$ cat config.mk
export PLATFORM = sky130hd
export DESIGN_NAME = write_ocm
export DESIGN_NICKNAME = d
export VERILOG_FILES = /design/src/rtl/write_ocm_pkg.sv /design/src/rtl/write_ocm_idle_timer.sv /design/src/rtl/write_ocm.sv
export SDC_FILE = /design/constraint.sdc
export NUM_CORES = 1
export LEC_CHECK = 0
export CORE_MARGIN = 4
export CORE_UTILIZATION = 52
export DETAILED_ROUTE_END_ITERATION = 6
export PLACE_DENSITY = 0.8
export SLEW_MARGIN = 20
export SYNTH_ARGS = -nofsm -noshare
export SYNTH_HDL_FRONTEND = slang
export SYNTH_SLANG_ARGS = --single-unit
$ cat constraint.sdc
create_clock -name clk -period 2.86 [get_ports clk]
set_input_delay 0.572 -clock clk [delete_from_list [all_inputs] [get_ports clk]]
set_output_delay 0.572 -clock clk [all_outputs]
set_load 0.1 [all_outputs]
$ cat src/rtl/write_ocm_pkg.sv
// Shared OCM definitions for the Haddoc stream reader/writer pair:
// FSM state encodings, image size and OCM address width.
package write_ocm_pkg;

  localparam logic [1:0] ST_IDLE    = 2'd0;
  localparam logic [1:0] ST_CAPTURE = 2'd1;
  localparam logic [1:0] ST_FLUSH   = 2'd2;
  localparam logic [1:0] ST_DONE    = 2'd3;

  localparam int unsigned IMG_PIXELS = 784;
  localparam int unsigned OCM_ADDR_W = 17;

endpackage

$ cat src/rtl/write_ocm_idle_timer.sv
// Saturating idle counter; expired flags the enabled cycle on whose edge
// the count reaches TIMEOUT.
module idle_timer #(
  parameter int unsigned TIMEOUT = 65535
) (
  input  logic clk,
  input  logic reset,
  input  logic clr,
  input  logic en,
  output logic expired
);

  localparam int unsigned CW = $clog2(TIMEOUT + 1);

  logic [CW-1:0] r_cnt;

  assign expired = en && !clr && (r_cnt == CW'(TIMEOUT - 1));

  always_ff @(posedge clk or posedge reset) begin
    if (reset) begin
      r_cnt <= '0;
    end else if (clr) begin
      r_cnt <= '0;
    end else if (en && (r_cnt != CW'(TIMEOUT))) begin
      r_cnt <= r_cnt + 1'b1;
    end
  end

endmodule

$ cat src/rtl/write_ocm.sv
// Stream-to-OCM writer: captures in_dv-qualified bytes into consecutive OCM1
// addresses and completes with the level-sensitive start/finish handshake.
module write_ocm
  import write_ocm_pkg::*;
#(
  parameter int unsigned DATA_W    = 8,
  parameter int unsigned ADDR_W    = OCM_ADDR_W,
  parameter int unsigned NUM_WORDS = IMG_PIXELS,
  parameter int unsigned BASE_ADDR = 0,
  parameter int unsigned TIMEOUT   = 65535
) (
  input  logic              clk,
  input  logic              reset,
  input  logic              start,
  output logic              finish,
  input  logic [DATA_W-1:0] in_data,
  input  logic              in_dv,
  output logic [ADDR_W-1:0] ocm1_addr,
  output logic [DATA_W-1:0] ocm1_writedata,
  output logic              ocm1_chip,
  output logic              ocm1_clk_enab,
  output logic              ocm1_write,
  output logic [ADDR_W:0]   word_count,
  output logic              overflow,
  output logic              timeout
);

  logic [1:0]        r_state;
  logic              r_finish;
  logic [ADDR_W-1:0] r_addr;
  logic [DATA_W-1:0] r_data;
  logic              r_strobe;
  logic [ADDR_W:0]   r_word_count;
  logic              r_overflow;
  logic              r_timeout;

  logic              w_timer_clr;
  logic              w_timer_en;
  logic              w_expired;
  logic [ADDR_W:0]   w_count_next;
  logic              w_last;
  logic [ADDR_W-1:0] w_wr_addr;

  // The timer only runs while capturing; any accepted byte restarts it.
  assign w_timer_clr  = (r_state != ST_CAPTURE) || in_dv;
  assign w_timer_en   = (r_state == ST_CAPTURE) && !in_dv;
  assign w_count_next = r_word_count + 1'b1;
  assign w_last       = (w_count_next == (ADDR_W+1)'(NUM_WORDS));
  assign w_wr_addr    = ADDR_W'(BASE_ADDR) + r_word_count[ADDR_W-1:0];

  idle_timer #(
    .TIMEOUT(TIMEOUT)
  ) u_idle_timer (
    .clk     (clk),
    .reset   (reset),
    .clr     (w_timer_clr),
    .en      (w_timer_en),
    .expired (w_expired)
  );

  always_ff @(posedge clk or posedge reset) begin
    if (reset) begin
      r_state      <= ST_IDLE;
      r_finish     <= 1'b0;
      r_addr       <= '0;
      r_data       <= '0;
      r_strobe     <= 1'b0;
      r_word_count <= '0;
      r_overflow   <= 1'b0;
      r_timeout    <= 1'b0;
    end else begin
      r_strobe <= 1'b0;
      case (r_state)
        ST_IDLE: begin
          r_finish <= 1'b0;
          if (start) begin
            r_state      <= ST_CAPTURE;
            r_word_count <= '0;
            r_overflow   <= 1'b0;
            r_timeout    <= 1'b0;
          end
        end
        ST_CAPTURE: begin
          // Data takes priority over a coincident timer expiry.
          if (in_dv) begin
            r_strobe     <= 1'b1;
            r_addr       <= w_wr_addr;
            r_data       <= in_data;
            r_word_count <= w_count_next;
            if (w_last) r_state <= ST_FLUSH;
          end else if (w_expired) begin
            r_timeout <= 1'b1;
            r_state   <= ST_FLUSH;
          end
        end
        ST_FLUSH: begin
          if (in_dv) r_overflow <= 1'b1;
          r_finish <= 1'b1;
          r_state  <= ST_DONE;
        end
        ST_DONE: begin
          if (in_dv) r_overflow <= 1'b1;
          if (!start) begin
            r_state      <= ST_IDLE;
            r_finish     <= 1'b0;
            r_addr       <= '0;
            r_data       <= '0;
            r_word_count <= '0;
          end
        end
        default: r_state <= ST_IDLE;
      endcase
    end
  end

  assign finish         = r_finish;
  assign ocm1_addr      = r_addr;
  assign ocm1_writedata = r_data;
  assign ocm1_chip      = r_strobe;
  assign ocm1_clk_enab  = r_strobe;
  assign ocm1_write     = r_strobe;
  assign word_count     = r_word_count;
  assign overflow       = r_overflow;
  assign timeout        = r_timeout;

endmodule

==> impl_metrics.tcl, run 1 <==
set metrics [dict create \
    status "complete, no violations" \
    fp.dieH_um 86.7 \
    syn_avg_cell_area_sq_um 9.86 \
    critical_path_class "reg -> reg" \
    worstSetupEndpointType "register" \
    port_buffers 60 \
    grt_pass1_wl_um 13100 \
    drt_pass1_iterations 4 \
    yosysWarnings 0 \
    fin_skew_ns 0.00822 \
    cts_resized 0 \
    clock-root-buffer "clkbuf_8" \
    hpwl_um 5160 \
    grt_max_degree 66 \
    yosysSeqAreaShare 0.504 \
    reg2regPathDepth 7 \
    yosysMostFrequentCell "dfrtp_1" \
    synth_edf_count 0 \
    worst_slew_pin_slew_ns 0.603 \
    hold_class "reg -> reg" \
    syn-num-nets 346 \
    ant_nets 0 \
    power.density_mw_per_mm2 876 \
    syn_inst 327 \
    vdd_ir_drop_max_v 0.000716 \
    hold_depth 1 \
    hold_start "ocm1_addr[5]" \
    final_cells 463 \
    ios 61 \
    async_reset_ff_frac 1.00 \
    cp-start-kind "register" \
    synth_top_area_cell "dfrtp_1" \
    dp.cells 447 \
    grt_use_total 0.220 \
    diodes 0 \
    clk_path_buf_depth 2 \
    ys_types 43 \
    wl_per_cell_um 16.7 \
    syn-cell-area_sq_mm 0.00322 \
    worstPathMaxFanout 9 \
    grt_pass1_vias 2745 \
    max_freq_ghz 0.393 \
    h-tree-depth 3 \
    cts_setup_buffers 0 \
    setup_ws_ns 0.314 \
    ys_seq_elements 65 \
    cts_buffers 9 \
    post-route-drc-count 0 \
    rsz0062_at_grt "no" \
    yosys-top-cells-count "65 x dfrtp_1, 39 x nand2_1, 30 x nor2_1" \
    synthFlopType "dfrtp_1" \
    insertion_delay_ns 0.33 \
    die_w_um 86.7 \
    ctsHoldBuffers 0 \
    dieArea_sq_mm 0.00752 \
    grt_antenna_before_repair 0 \
    routed_via_density 5.93 \
    num_rows 28 \
    finalCritPeriodShare 0.890 \
    core_sq_mm 0.00596 \
    setup_tns_ns 0 \
    min_period_ns 2.55 \
    p_leak_nw 1.81 \
    holdPathEnd "ocm1_addr[5]" \
    r2r_setup_slack_ns 0.31 \
    initial_core_util 0.541 \
    grt_overflow 0 \
    final_net_count 402 \
    dp_slack_ns 0.186 \
    area_growth_pct 24.1 \
    drive_above_1_share 0.242 \
    place_congestion 0.840 \
    cp.arrival_ns 2.76 \
    relSlewSlack 0.594 \
    dr_total_vias 2745 \
    timing.rr.end "r_state[1]" \
    netlist_top_cells_area "dfrtp_1 50%, a22o_1 6.8%, nand2_1 4.5%, nor2_1 3.5%, xnor2_1 3.0%" \
    drt_iter0_markers 244 \
    setup_violations 0 \
    synth_top_area_share 0.504 \
    crit_required_ns 3.08 \
    clk_pin_slew_ns 0.07 \
    finalHoldViolations 0 \
    cts_tree "yes" \
    drv_cap 0 \
    maxSlewViolCount 0 \
    drt-total-wl_um 7710 \
    worst_r2r_startpoint "word_count[1]" \
    cts.sinks 65 \
]
## how the worst max path moves through the flow
stage	from	endpoint	slack, ns	cells past startpoint
final	word_count[1]	r_state[1]	0.31	7
after floorplan	word_count[9]	r_state[1]	0.02	7
after detailed placement	start	r_state[1]	0.19	7
after CTS	word_count[1]	r_state[1]	0.32	7
after global routing	word_count[1]	r_state[1]	0.22	7
after global placement	start	r_state[1]	0.25	7
## cell usage in the layout (no fill, tap or decap), types with 2 or more instances in the layout
cell type	netlist	layout
and3_1	3	3
nor2_1	30	30
inv_1	7	6
a21oi_1	9	9
clkdlybuf4s50_1	0	11
a22o_1	25	25
o31ai_1	9	9
mux2i_1	6	6
or3_1	6	6
a211oi_1	2	2
nand4_1	11	11
or4_1	3	2
buf_4	2	55
a21o_1	2	2
nand3_1	14	13
clkbuf_8	0	10
nand2_1	39	39
o21ai_0	14	14
a31oi_1	2	2
xor2_1	6	6
nand2b_1	4	4
clkbuf_1	15	3
ha_1	7	6
nor4_1	6	6
dfrtp_1	65	52
xnor2_1	11	11
clkinv_2	0	2
dfrtp_2	0	13
or2_2	3	3
nor3_1	5	5
## state kept, by name, indices dropped and copies added, names as in the netlist
signal,flops
ocm1_chip,1
ocm1_writedata,8
u_idle_timer.r_cnt,16
overflow,1
timeout,1
r_state,2
word_count,18
finish,1
ocm1_addr,17
## worst max-delay path, stage by stage (launching register included)
cell and delay, ns:
dfrtp_2 0.48, ha_4 0.19, nand3_2 0.14, or4_4 0.54, xnor2_1 0.15, or2_2 0.32, o31ai_4 0.30, mux2_4 0.32
## power by group
| group | total, mW | switching, mW | internal [mW] | leakage [nW] |
|---|---|---|---|---|
| Combinational | 1.63 | 1.21 | 0.420 | 0.843 |
| Clock | 0.755 | 0.330 | 0.425 | 0.0974 |
| Sequential | 1.12 | 0.0982 | 1.02 | 0.872 |
## per-layer routing
layer	vias up	wire, um	global-route usage	share of wire
li1	1286	-	-	-
met1	1343	3550	0.309	0.46
met2	105	3560	0.331	0.46
met5	-	0	0	0
met4	0	102	0.0949	0.013
met3	11	496	0.0475	0.064
## cell type report
| cell class | instances | area (sq um) |
|---|---|---|
| fill | 459 | 1960 |
| sequential | 65 | 1640 |
| multi-input combinational | 233 | 1510 |
| timing repair buffer | 67 | 543 |
| clock buffer | 13 | 149 |
| tap | 75 | 93.8 |
| clock inverter | 3 | 40.0 |
| inverter | 7 | 26.3 |
## metrics by stage
step                utilization  area, sq um  hold slack [ns]  power [mW]
floorplan                     -         3270            0.493        2.37
global placement          0.640         3810            0.489        2.74
detailed placement        0.640         3810            0.493        2.77
CTS                       0.672         4000            0.513        3.52
global route              0.672         4000            0.519        3.69
finish                    0.672         4000            0.507        3.50
## cells by family (layout without fill, tap and decap cells)
kind of cell | Yosys count | after routing | share of synthesized area
flip-flops | 65 | 65 | 0.504
adder cells (fa/ha/maj) | 7 | 7 | 0.0272
XOR/XNOR | 17 | 17 | 0.0462
multiplexers | 8 | 8 | 0.0268
buffers and inverters | 29 | 90 | 0.0380
AO/OA/AOI/OAI | 70 | 70 | 0.157
AND/OR/NAND/NOR | 131 | 131 | 0.200
Note: power is estimated with default switching activity, not from simulation.
==> inputs of run 2 (changes only) <==
- CORE_UTILIZATION: 52 -> 56
- CTS_CLUSTER_DIAMETER: not set -> 80
- PLACE_DENSITY: 0.8 -> 0.85
- clock period: 2.86 -> 3.22 ns (I/O delays scaled with it)
==> impl_metrics.tcl, run 2 (same netlist as run 1, synthesis figures left out) <==
set metrics [dict create \
    critical_path_class "reg -> reg" \
    p_leak_nw 1.84 \
    rsz0062_at_grt "no" \
    swShare 0.463 \
    finalCritPeriodShare 0.872 \
    setup_tns_ns 0 \
    grt_overflow 0 \
    dieArea_sq_mm 0.00704 \
    largest_register_ff_count 18 \
    ctsHoldBuffers 0 \
    grt_max_degree 40 \
    place_congestion 0.875 \
    cp.arrival_ns 3.04 \
    relSlewSlack 0.603 \
    area_growth_pct 23.8 \
    ant_nets 0 \
    crit_required_ns 3.45 \
    cts_tree "yes" \
    hold_class "reg -> reg" \
    grt_antenna_before_repair 0 \
    hpwl_um 5270 \
    power.density_mw_per_mm2 804 \
    max_freq_ghz 0.356 \
    vdd_ir_drop_max_v 0.000864 \
    fp.dieH_um 83.9 \
    worstSetupEndpointType "register" \
    core_sq_mm 0.00554 \
    worstPathMaxFanout 10 \
    maxSlewViolCount 0 \
    port_buffers 60 \
    drt_pass1_iterations 4 \
    finalHoldViolations 0 \
    cts.sinks 65 \
    most-common-layout-cells "62 x dfrtp_1, 56 x buf_4, 39 x nand2_1" \
    pwr-share-clk 0.236 \
    ios 61 \
    post-route-drc-count 0 \
    num_rows 27 \
    h-tree-depth 3 \
    cp-start-kind "register" \
    intPower_mw 1.72 \
    cts_setup_buffers 0 \
    grt_use_total 0.225 \
    clk_pin_slew_ns 0.07 \
    cts_buffers 9 \
    clk_path_buf_depth 2 \
    pwr-share-seq 0.310 \
    final_net_count 403 \
    p_sw_mw 1.49 \
    insertion_delay_ns 0.34 \
    diodes 0 \
    grt_pass1_vias 2628 \
    drt-total-wl_um 7550 \
    cts_resized 0 \
    worst_slew_pin_slew_ns 0.596 \
    drt_iter0_markers 152 \
    mostFrequentLayoutCell "dfrtp_1" \
    pwr-share-comb 0.454 \
    dr_total_vias 2751 \
    finalPower_mw 3.21 \
    setup_violations 0 \
    wl_per_cell_um 16.4 \
    initial_core_util 0.582 \
    grt_pass1_wl_um 12900 \
    routed_via_density 5.97 \
    min_period_ns 2.81 \
    fin_skew_ns 0.00604 \
    status "complete, no violations" \
    die_w_um 83.9 \
    drv_cap 0 \
    drive_above_1_share 0.219 \
    clock-root-buffer "clkbuf_8" \
]
==> run 2: per-stage QoR <==
stage	worst slack [ns]	instances	area [sq um]	utilization	hold slack (ns)
3_3_place_gp	0.523	445	3770	0.681	0.490
5_1_grt	0.316	461	3990	0.720	0.519
6_report	0.412	461	3990	0.720	0.506
2_1_floorplan	0.0113	327	3230	-	0.493
4_1_cts	0.433	461	3990	0.720	0.513
3_5_place_dp	0.447	445	3770	0.681	0.493
==> run 2: power by group through the flow <==
stage          registers, mW  clock network [mW]  logic (mW)
2_1_floorplan           1.50                   0       0.585
3_3_place_gp           0.999                   0        1.43
3_5_place_dp            1.01                   0        1.45
4_1_cts                0.993               0.773        1.46
5_1_grt                 1.01               0.815        1.54
6_report               0.994               0.758        1.46
==> run 2: worst max-delay path, cell delays in order (launching register included) <==
cell	delay (ns)
dfrtp_2	0.46
ha_1	0.24
nand3_1	0.22
or4_1	0.65
xnor2_1	0.15
or2_2	0.30
o31ai_2	0.35
mux2_4	0.33
==> run 2: path summary, 6_finish.rpt <==
check	startpoint	endpoint	slack, ns	cells after the start
worst max-delay path	word_count[0]	r_state[1]	0.41	7
worst min-delay path	ocm1_addr[10]	ocm1_addr[10]	0.51	1
worst max register to register	word_count[0]	r_state[1]	0.41	7
worst min register to register	ocm1_addr[10]	ocm1_addr[10]	0.51	1
max in group asynchronous	reset	word_count[5]	1.92	3
min in group asynchronous	reset	ocm1_writedata[2]	0.69	2
==> run 2: layout make-up <==
class | instances | area, sq um
Tap cell | 72 | 90.1
Multi-Input combinational cell | 233 | 1480
Clock inverter | 7 | 95.1
Sequential cell | 65 | 1630
Timing Repair Buffer | 68 | 551
Clock buffer | 9 | 124
Fill cell | 433 | 1550
Inverter | 7 | 26.3
==> run 2: per-layer routing <==
layer  global-route usage  routed length, um  up-vias
li1                     -                  -     1298
met3               0.0543                486       12
met2                0.349               3480       97
met1                0.308               3460     1344
met5                    0                  0        -
met4               0.0804                119        0
